==> config.mk <==
export PLATFORM = sky130hd
export DESIGN_NAME = reg_file_cc_flat
export DESIGN_NICKNAME = d
export VERILOG_FILES = /design/src/rtl/reg_file_cc_pkg.sv /design/src/rtl/reg_file_cc_if.sv /design/src/rtl/reg_file_cc_nzp_gen.sv /design/src/rtl/reg_file_cc.sv /design/src/flat_wrapper.sv
export SDC_FILE = /design/constraint.sdc
export NUM_CORES = 1
export LEC_CHECK = 0
export CAP_MARGIN = 40
export CORE_MARGIN = 8
export CORE_UTILIZATION = 50
export DETAILED_ROUTE_END_ITERATION = 12
export HOLD_SLACK_MARGIN = 0.15
export PLACE_DENSITY = 0.81
export SLEW_MARGIN = 20
export SYNTH_ARGS = -nofsm -noshare
export SYNTH_HDL_FRONTEND = slang
export SYNTH_SLANG_ARGS = --single-unit
==> constraint.sdc <==
create_clock -name clk -period 2.6 [get_ports clk]
set_input_delay 0.39 -clock clk [delete_from_list [all_inputs] [get_ports clk]]
set_output_delay 0.39 -clock clk [all_outputs]
set_load 0.01 [all_outputs]
==> src/rtl/reg_file_cc_pkg.sv <==
// Shared LC-3 datapath constants for the register file and condition codes.
package reg_file_cc_pkg;

    // Native LC-3 word width.
    localparam int LC3_DATA_W = 16;

    // Register address width (R0-R7).
    localparam int REG_ADDR_W = 3;

    // Condition-code bit positions within the NZP vector.
    localparam int CC_N_BIT = 2;
    localparam int CC_Z_BIT = 1;
    localparam int CC_P_BIT = 0;

    // Reset value of the condition codes: Z set, NZP order.
    localparam logic [2:0] CC_RESET = 3'b010;

endpackage

==> src/rtl/reg_file_cc_if.sv <==
// Bus between the datapath controller and the register file / CC block.
interface reg_file_cc_if
    import reg_file_cc_pkg::*;
#(
    parameter int DATA_W = LC3_DATA_W
);
    // Writeback side
    logic [DATA_W-1:0]     busIn;
    logic                  ldReg;
    logic [REG_ADDR_W-1:0] DR;
    logic                  ldCC;

    // Read side
    logic [REG_ADDR_W-1:0] SR1;
    logic [REG_ADDR_W-1:0] SR2;
    logic [DATA_W-1:0]     Ra;
    logic [DATA_W-1:0]     Rb;

    // Condition codes
    logic                  N;
    logic                  Z;
    logic                  P;

    // Controller / datapath driving the register file
    modport master (
        output busIn, ldReg, DR, ldCC, SR1, SR2,
        input  Ra, Rb, N, Z, P
    );

    // Register file itself
    modport slave (
        input  busIn, ldReg, DR, ldCC, SR1, SR2,
        output Ra, Rb, N, Z, P
    );

endinterface

==> src/rtl/reg_file_cc_nzp_gen.sv <==
// Combinational sign classification of a two's-complement word into one-hot NZP.
module nzp_gen
    import reg_file_cc_pkg::*;
#(
    parameter int DATA_W = LC3_DATA_W
) (
    input  logic [DATA_W-1:0] value,
    output logic [2:0]        nzp
);

    logic is_zero;
    logic is_neg;

    assign is_zero = (value == '0);
    assign is_neg  = value[DATA_W-1];

    // Exactly one bit is set for any input: zero wins only when MSB is clear anyway.
    always_comb begin
        nzp           = '0;
        nzp[CC_N_BIT] = is_neg;
        nzp[CC_Z_BIT] = is_zero;
        nzp[CC_P_BIT] = !is_neg && !is_zero;
    end

endmodule

==> src/rtl/reg_file_cc.sv <==
// LC-3 general-purpose register file with write-through read bypass and
// registered N/Z/P condition codes derived from the writeback bus.
module reg_file_cc
    import reg_file_cc_pkg::*;
#(
    parameter int DATA_W   = LC3_DATA_W,
    parameter int NUM_REGS = 8
) (
    input  logic          clk,
    input  logic          reset_n,
    reg_file_cc_if.slave  rf
);

    logic [DATA_W-1:0] regs [NUM_REGS];
    logic [2:0]        cc_q;
    logic [2:0]        nzp_next;
    logic [DATA_W-1:0] ra_d;
    logic [DATA_W-1:0] rb_d;

    nzp_gen #(
        .DATA_W (DATA_W)
    ) u_nzp_gen (
        .value (rf.busIn),
        .nzp   (nzp_next)
    );

    // Storage and CC update; reset clears everything and discards any
    // coincident register or CC load.
    always_ff @(posedge clk) begin
        if (!reset_n) begin
            for (int i = 0; i < NUM_REGS; i++) begin
                regs[i] <= '0;
            end
            cc_q <= CC_RESET;
        end else begin
            if (rf.ldReg) begin
                regs[rf.DR] <= rf.busIn;
            end
            if (rf.ldCC) begin
                cc_q <= nzp_next;
            end
        end
    end

    // Combinational reads; a same-cycle write to the addressed register is
    // forwarded so the ALU sees the value being written. This stays active
    // during reset because it does not depend on stored state.
    always_comb begin
        ra_d = regs[rf.SR1];
        rb_d = regs[rf.SR2];
        if (rf.ldReg && (rf.DR == rf.SR1)) begin
            ra_d = rf.busIn;
        end
        if (rf.ldReg && (rf.DR == rf.SR2)) begin
            rb_d = rf.busIn;
        end
    end

    assign rf.Ra = ra_d;
    assign rf.Rb = rb_d;

    // CC outputs come straight from the register: no bypass of a pending load.
    assign rf.N = cc_q[CC_N_BIT];
    assign rf.Z = cc_q[CC_Z_BIT];
    assign rf.P = cc_q[CC_P_BIT];

endmodule

==> src/flat_wrapper.sv <==
// flat-port wrapper written by rule: the top's interface ports become plain ports
module reg_file_cc_flat import reg_file_cc_pkg::*;
#(
    parameter int DATA_W   = LC3_DATA_W,
    parameter int NUM_REGS = 8
)
  (clk, reset_n, rf_busIn, rf_ldReg, rf_DR, rf_ldCC, rf_SR1, rf_SR2, rf_Ra, rf_Rb, rf_N, rf_Z, rf_P);
  reg_file_cc_if #(.DATA_W(DATA_W)) rf_i ();
  input  logic clk;
  input  logic reset_n;
  input wire logic [$bits(rf_i.busIn)-1:0] rf_busIn;
  input wire logic [$bits(rf_i.ldReg)-1:0] rf_ldReg;
  input wire logic [$bits(rf_i.DR)-1:0] rf_DR;
  input wire logic [$bits(rf_i.ldCC)-1:0] rf_ldCC;
  input wire logic [$bits(rf_i.SR1)-1:0] rf_SR1;
  input wire logic [$bits(rf_i.SR2)-1:0] rf_SR2;
  output wire logic [$bits(rf_i.Ra)-1:0] rf_Ra;
  output wire logic [$bits(rf_i.Rb)-1:0] rf_Rb;
  output wire logic [$bits(rf_i.N)-1:0] rf_N;
  output wire logic [$bits(rf_i.Z)-1:0] rf_Z;
  output wire logic [$bits(rf_i.P)-1:0] rf_P;
  assign rf_i.busIn = rf_busIn;
  assign rf_i.ldReg = rf_ldReg;
  assign rf_i.DR = rf_DR;
  assign rf_i.ldCC = rf_ldCC;
  assign rf_i.SR1 = rf_SR1;
  assign rf_i.SR2 = rf_SR2;
  assign rf_Ra = rf_i.Ra;
  assign rf_Rb = rf_i.Rb;
  assign rf_N = rf_i.N;
  assign rf_Z = rf_i.Z;
  assign rf_P = rf_i.P;
  reg_file_cc #(.DATA_W(DATA_W), .NUM_REGS(NUM_REGS)) u_core (.clk(clk), .reset_n(reset_n), .rf(rf_i));
endmodule
==> flow_summary.json <==
{
  "area_delta_synth_final_pct": 23.20,
  "max_stage_delay_ns": 0.58,
  "clkSlewWorstSetupHoldPaths_ns": 0.06,
  "fin_crit_ns": 2.538,
  "yosys.area_share.simple_pct": 14.65,
  "clock.fmax_ghz": 0.3940,
  "hold_class": "reg -> reg",
  "ir_drop_v": 0.0004638,
  "grt_pass1_vias": 5409,
  "grt_setup_unrepaired": "no",
  "leakage_nw": 3.568,
  "power.total_mw": 5.625,
  "synth_cell_type_count": 25,
  "critPathRequiredTime_ns": 2.21,
  "core_mm2": 0.01459,
  "die_w_um": 138.2,
  "die_area_mm2": 0.01910,
  "path_delay_family": "buffers and inverters",
  "num_vias": 5105,
  "dr.pass1.iters": 5,
  "worstMarginPinSlew_ns": 0.9235,
  "fin_crit_sh_pct": 97.61,
  "critPathLaunchType": "input pin",
  "dpl.cell_count": 764,
  "setup_viol": 0,
  "pre_cts_ws_ns": -0.2672,
  "critical_path_class": "in -> out",
  "root_buffer": "clkbuf_16",
  "post-route-drc-count": 0,
  "port_buffers": 63,
  "worstPathBufferInverterCount": 3,
  "synth_top_family_by_area": "multiplexers",
  "p_per_area_mw_per_mm2": 611.7,
  "synth_mux_area_share_pct": 25.75,
  "finalClockSkew_ns": 0,
  "cts_max_level": 4,
  "finalHoldViolations": 0,
  "relSlewSlack_pct": 38.37,
  "synth-compound-area-share_pct": 2.749,
  "hold_ws_ns": 0.5196,
  "vias_per_cell": 6.357,
  "layout_common_cells": "128 x and2_1, 128 x edfxtp_1, 49 x buf_4, 40 x mux4_1",
  "die_height_um": 138.2,
  "rows": 44,
  "worstPathArrival_ns": 2.15,
  "syn_area_per_cell_um2": 14.52,
  "cts_sinks": 131,
  "drive_above_1_share_pct": 20.52,
  "syn-cell-area_mm2": 0.007465,
  "initial_core_util_pct": 51.17,
  "grt_pass1_wl_um": 31820,
  "synth_fp_nets": 543,
  "yosys.area_share.adder_pct": 0,
  "io_pins": 64,
  "worst_path_max_delay_cell": "clkdlybuf4s50_1",
  "cts_hold_buf": 0,
  "drt_iter0_drc": 590,
  "ys_seq_area_share_pct": 52.30,
  "cp-end-kind": "output port",
  "routedWlPerCell_um": 26.30,
  "place_hpwl_um": 13930,
  "place.gp.congestion": 0.8572,
  "cts_tree": "yes",
  "cap_violations": 0,
  "ys_ff_latch": 131,
  "antenna_cells": 0,
  "clock_latency_ns": 0.42,
  "gr-usage-all-layers_pct": 21.87,
  "yosys_warnings": 0,
  "grt_max_degree": 23,
  "status": "completed",
  "fin_ws_ns": 0.06204,
  "synth_xor_xnor_area_share_pct": 0.7040,
  "crit_chain": "clkdlybuf4s50_1 > xnor2_1 > nand4_1 > buf_12 > a21oi_1 > dlygate4sd2_1",
  "cts_buffer_depth": 2,
  "totalWireLength_um": 21120,
  "ant_nets": 0,
  "fin_cells": 803,
  "overflow": 0,
  "numCtsBuffers": 17,
  "syn_inst": 514,
  "crit_fanout": 22,
  "antenna_found_initial": 0,
  "slew_violations": 0,
  "final_nets": 635
}
-- through the flow --
stage / TNS [ns] / util [%] / area [um^2]
2_1_floorplan: 0 / - / 7465
3_3_place_gp: -8.970 / 58.59 / 8548
3_5_place_dp: -4.874 / 58.64 / 8556
4_1_cts: 0 / 62.97 / 9186
5_1_grt: 0 / 63.04 / 9196
6_report: 0 / 63.04 / 9196
-- flip-flops by register name, summed over array words and instances, names as in the netlist --
register and count:
u_core.regs 128, u_core.cc_q 3
-- layout make-up --
cell class	count	area, um^2
clock inverter	15	117.6
fill	993	5393
clock buffer	17	425.4
tap	184	230.2
sequential	131	3904
timing repair buffer	126	1239
multi-input combinational	330	3281
-- what timing repair did --
action | 4_1_cts | 5_1_grt
setup buffers | 3 | 0
pin swaps | 1 | 0
cloned | 3 | 0
setup endpoints to repair | 32 | 7
resized for setup | 42 | 1
-- where the power goes --
part	internal, mW	leakage [nW]	switching, mW	total, mW
clock network	1.30	0.256	0.915	2.21
registers	2.45	1.25	0.0683	2.52
logic	0.453	2.06	0.436	0.889
total	4.21	3.57	1.42	5.62
-- worst reg2reg max path, delay by kind of cell (launching register included) --
family	cells	cell delay [ns]
AOI/OAI and AO/OA	1	0.18
DFF	1	0.34
and+or+nand+nor	1	0.06
-- path summary, 6_finish.rpt --
check                                    from                          end  slack (ns)  depth (start not counted)
setup reg to reg  u_core.cc_q[0]$_SDFFE_PN0P_  u_core.cc_q[0]$_SDFFE_PN0P_        1.93                          2
setup / recovery                    rf_SR1[2]                    rf_Ra[14]        0.06                          6
hold reg to reg   u_core.cc_q[0]$_SDFFE_PN0P_  u_core.cc_q[0]$_SDFFE_PN0P_        0.52                          2
hold / removal    u_core.cc_q[0]$_SDFFE_PN0P_  u_core.cc_q[0]$_SDFFE_PN0P_        0.52                          2
-- cells by family (layout without fill, tap and decap cells) --
group / after synthesis / after routing
and+or+nand+nor: 187 / 187
DFF: 131 / 131
muxes: 97 / 97
buffers and inverters: 53 / 158
AOI/OAI and AO/OA: 40 / 40
xor gates and xnor gates: 6 / 6
-- metal layers --
layer / up-vias / GRT usage [%] / share of wire [%]
li1: 2156 / - / -
met1: 2551 / 23.93 / 35
met2: 313 / 38.32 / 52
met3: 85 / 4.110 / 7.7
met4: 0 / 13.96 / 4.6
met5: - / 0 / 0
-- cells in the mapped netlist --
master / number / area, um^2
a21boi_0: 1 / 7.510
a21o_1: 1 / 7.510
dfxtp_1: 3 / 60.06
nor2_1: 39 / 146.4
nand3b_1: 1 / 7.510
nand3_2: 1 / 10.01
edfxtp_1: 128 / 3844
o21ai_0: 6 / 30.03
mux4_1: 40 / 1051
buf_6: 8 / 90.09
nor3_2: 2 / 20.02
mux4_2: 24 / 540.5
nand2b_1: 5 / 31.28
and2_1: 128 / 800.8
clkbuf_1: 28 / 105.1
nor2b_1: 1 / 6.260
buf_2: 14 / 70.07
nand3b_4: 1 / 20.02
nand2_1: 2 / 7.510
xnor2_1: 6 / 52.55
nand4_1: 3 / 18.77
mux2i_1: 33 / 330.3
buf_4: 3 / 22.52
a21oi_1: 32 / 160.2
nor4_1: 4 / 25.02
Note: power is estimated with default switching activity, not from simulation.
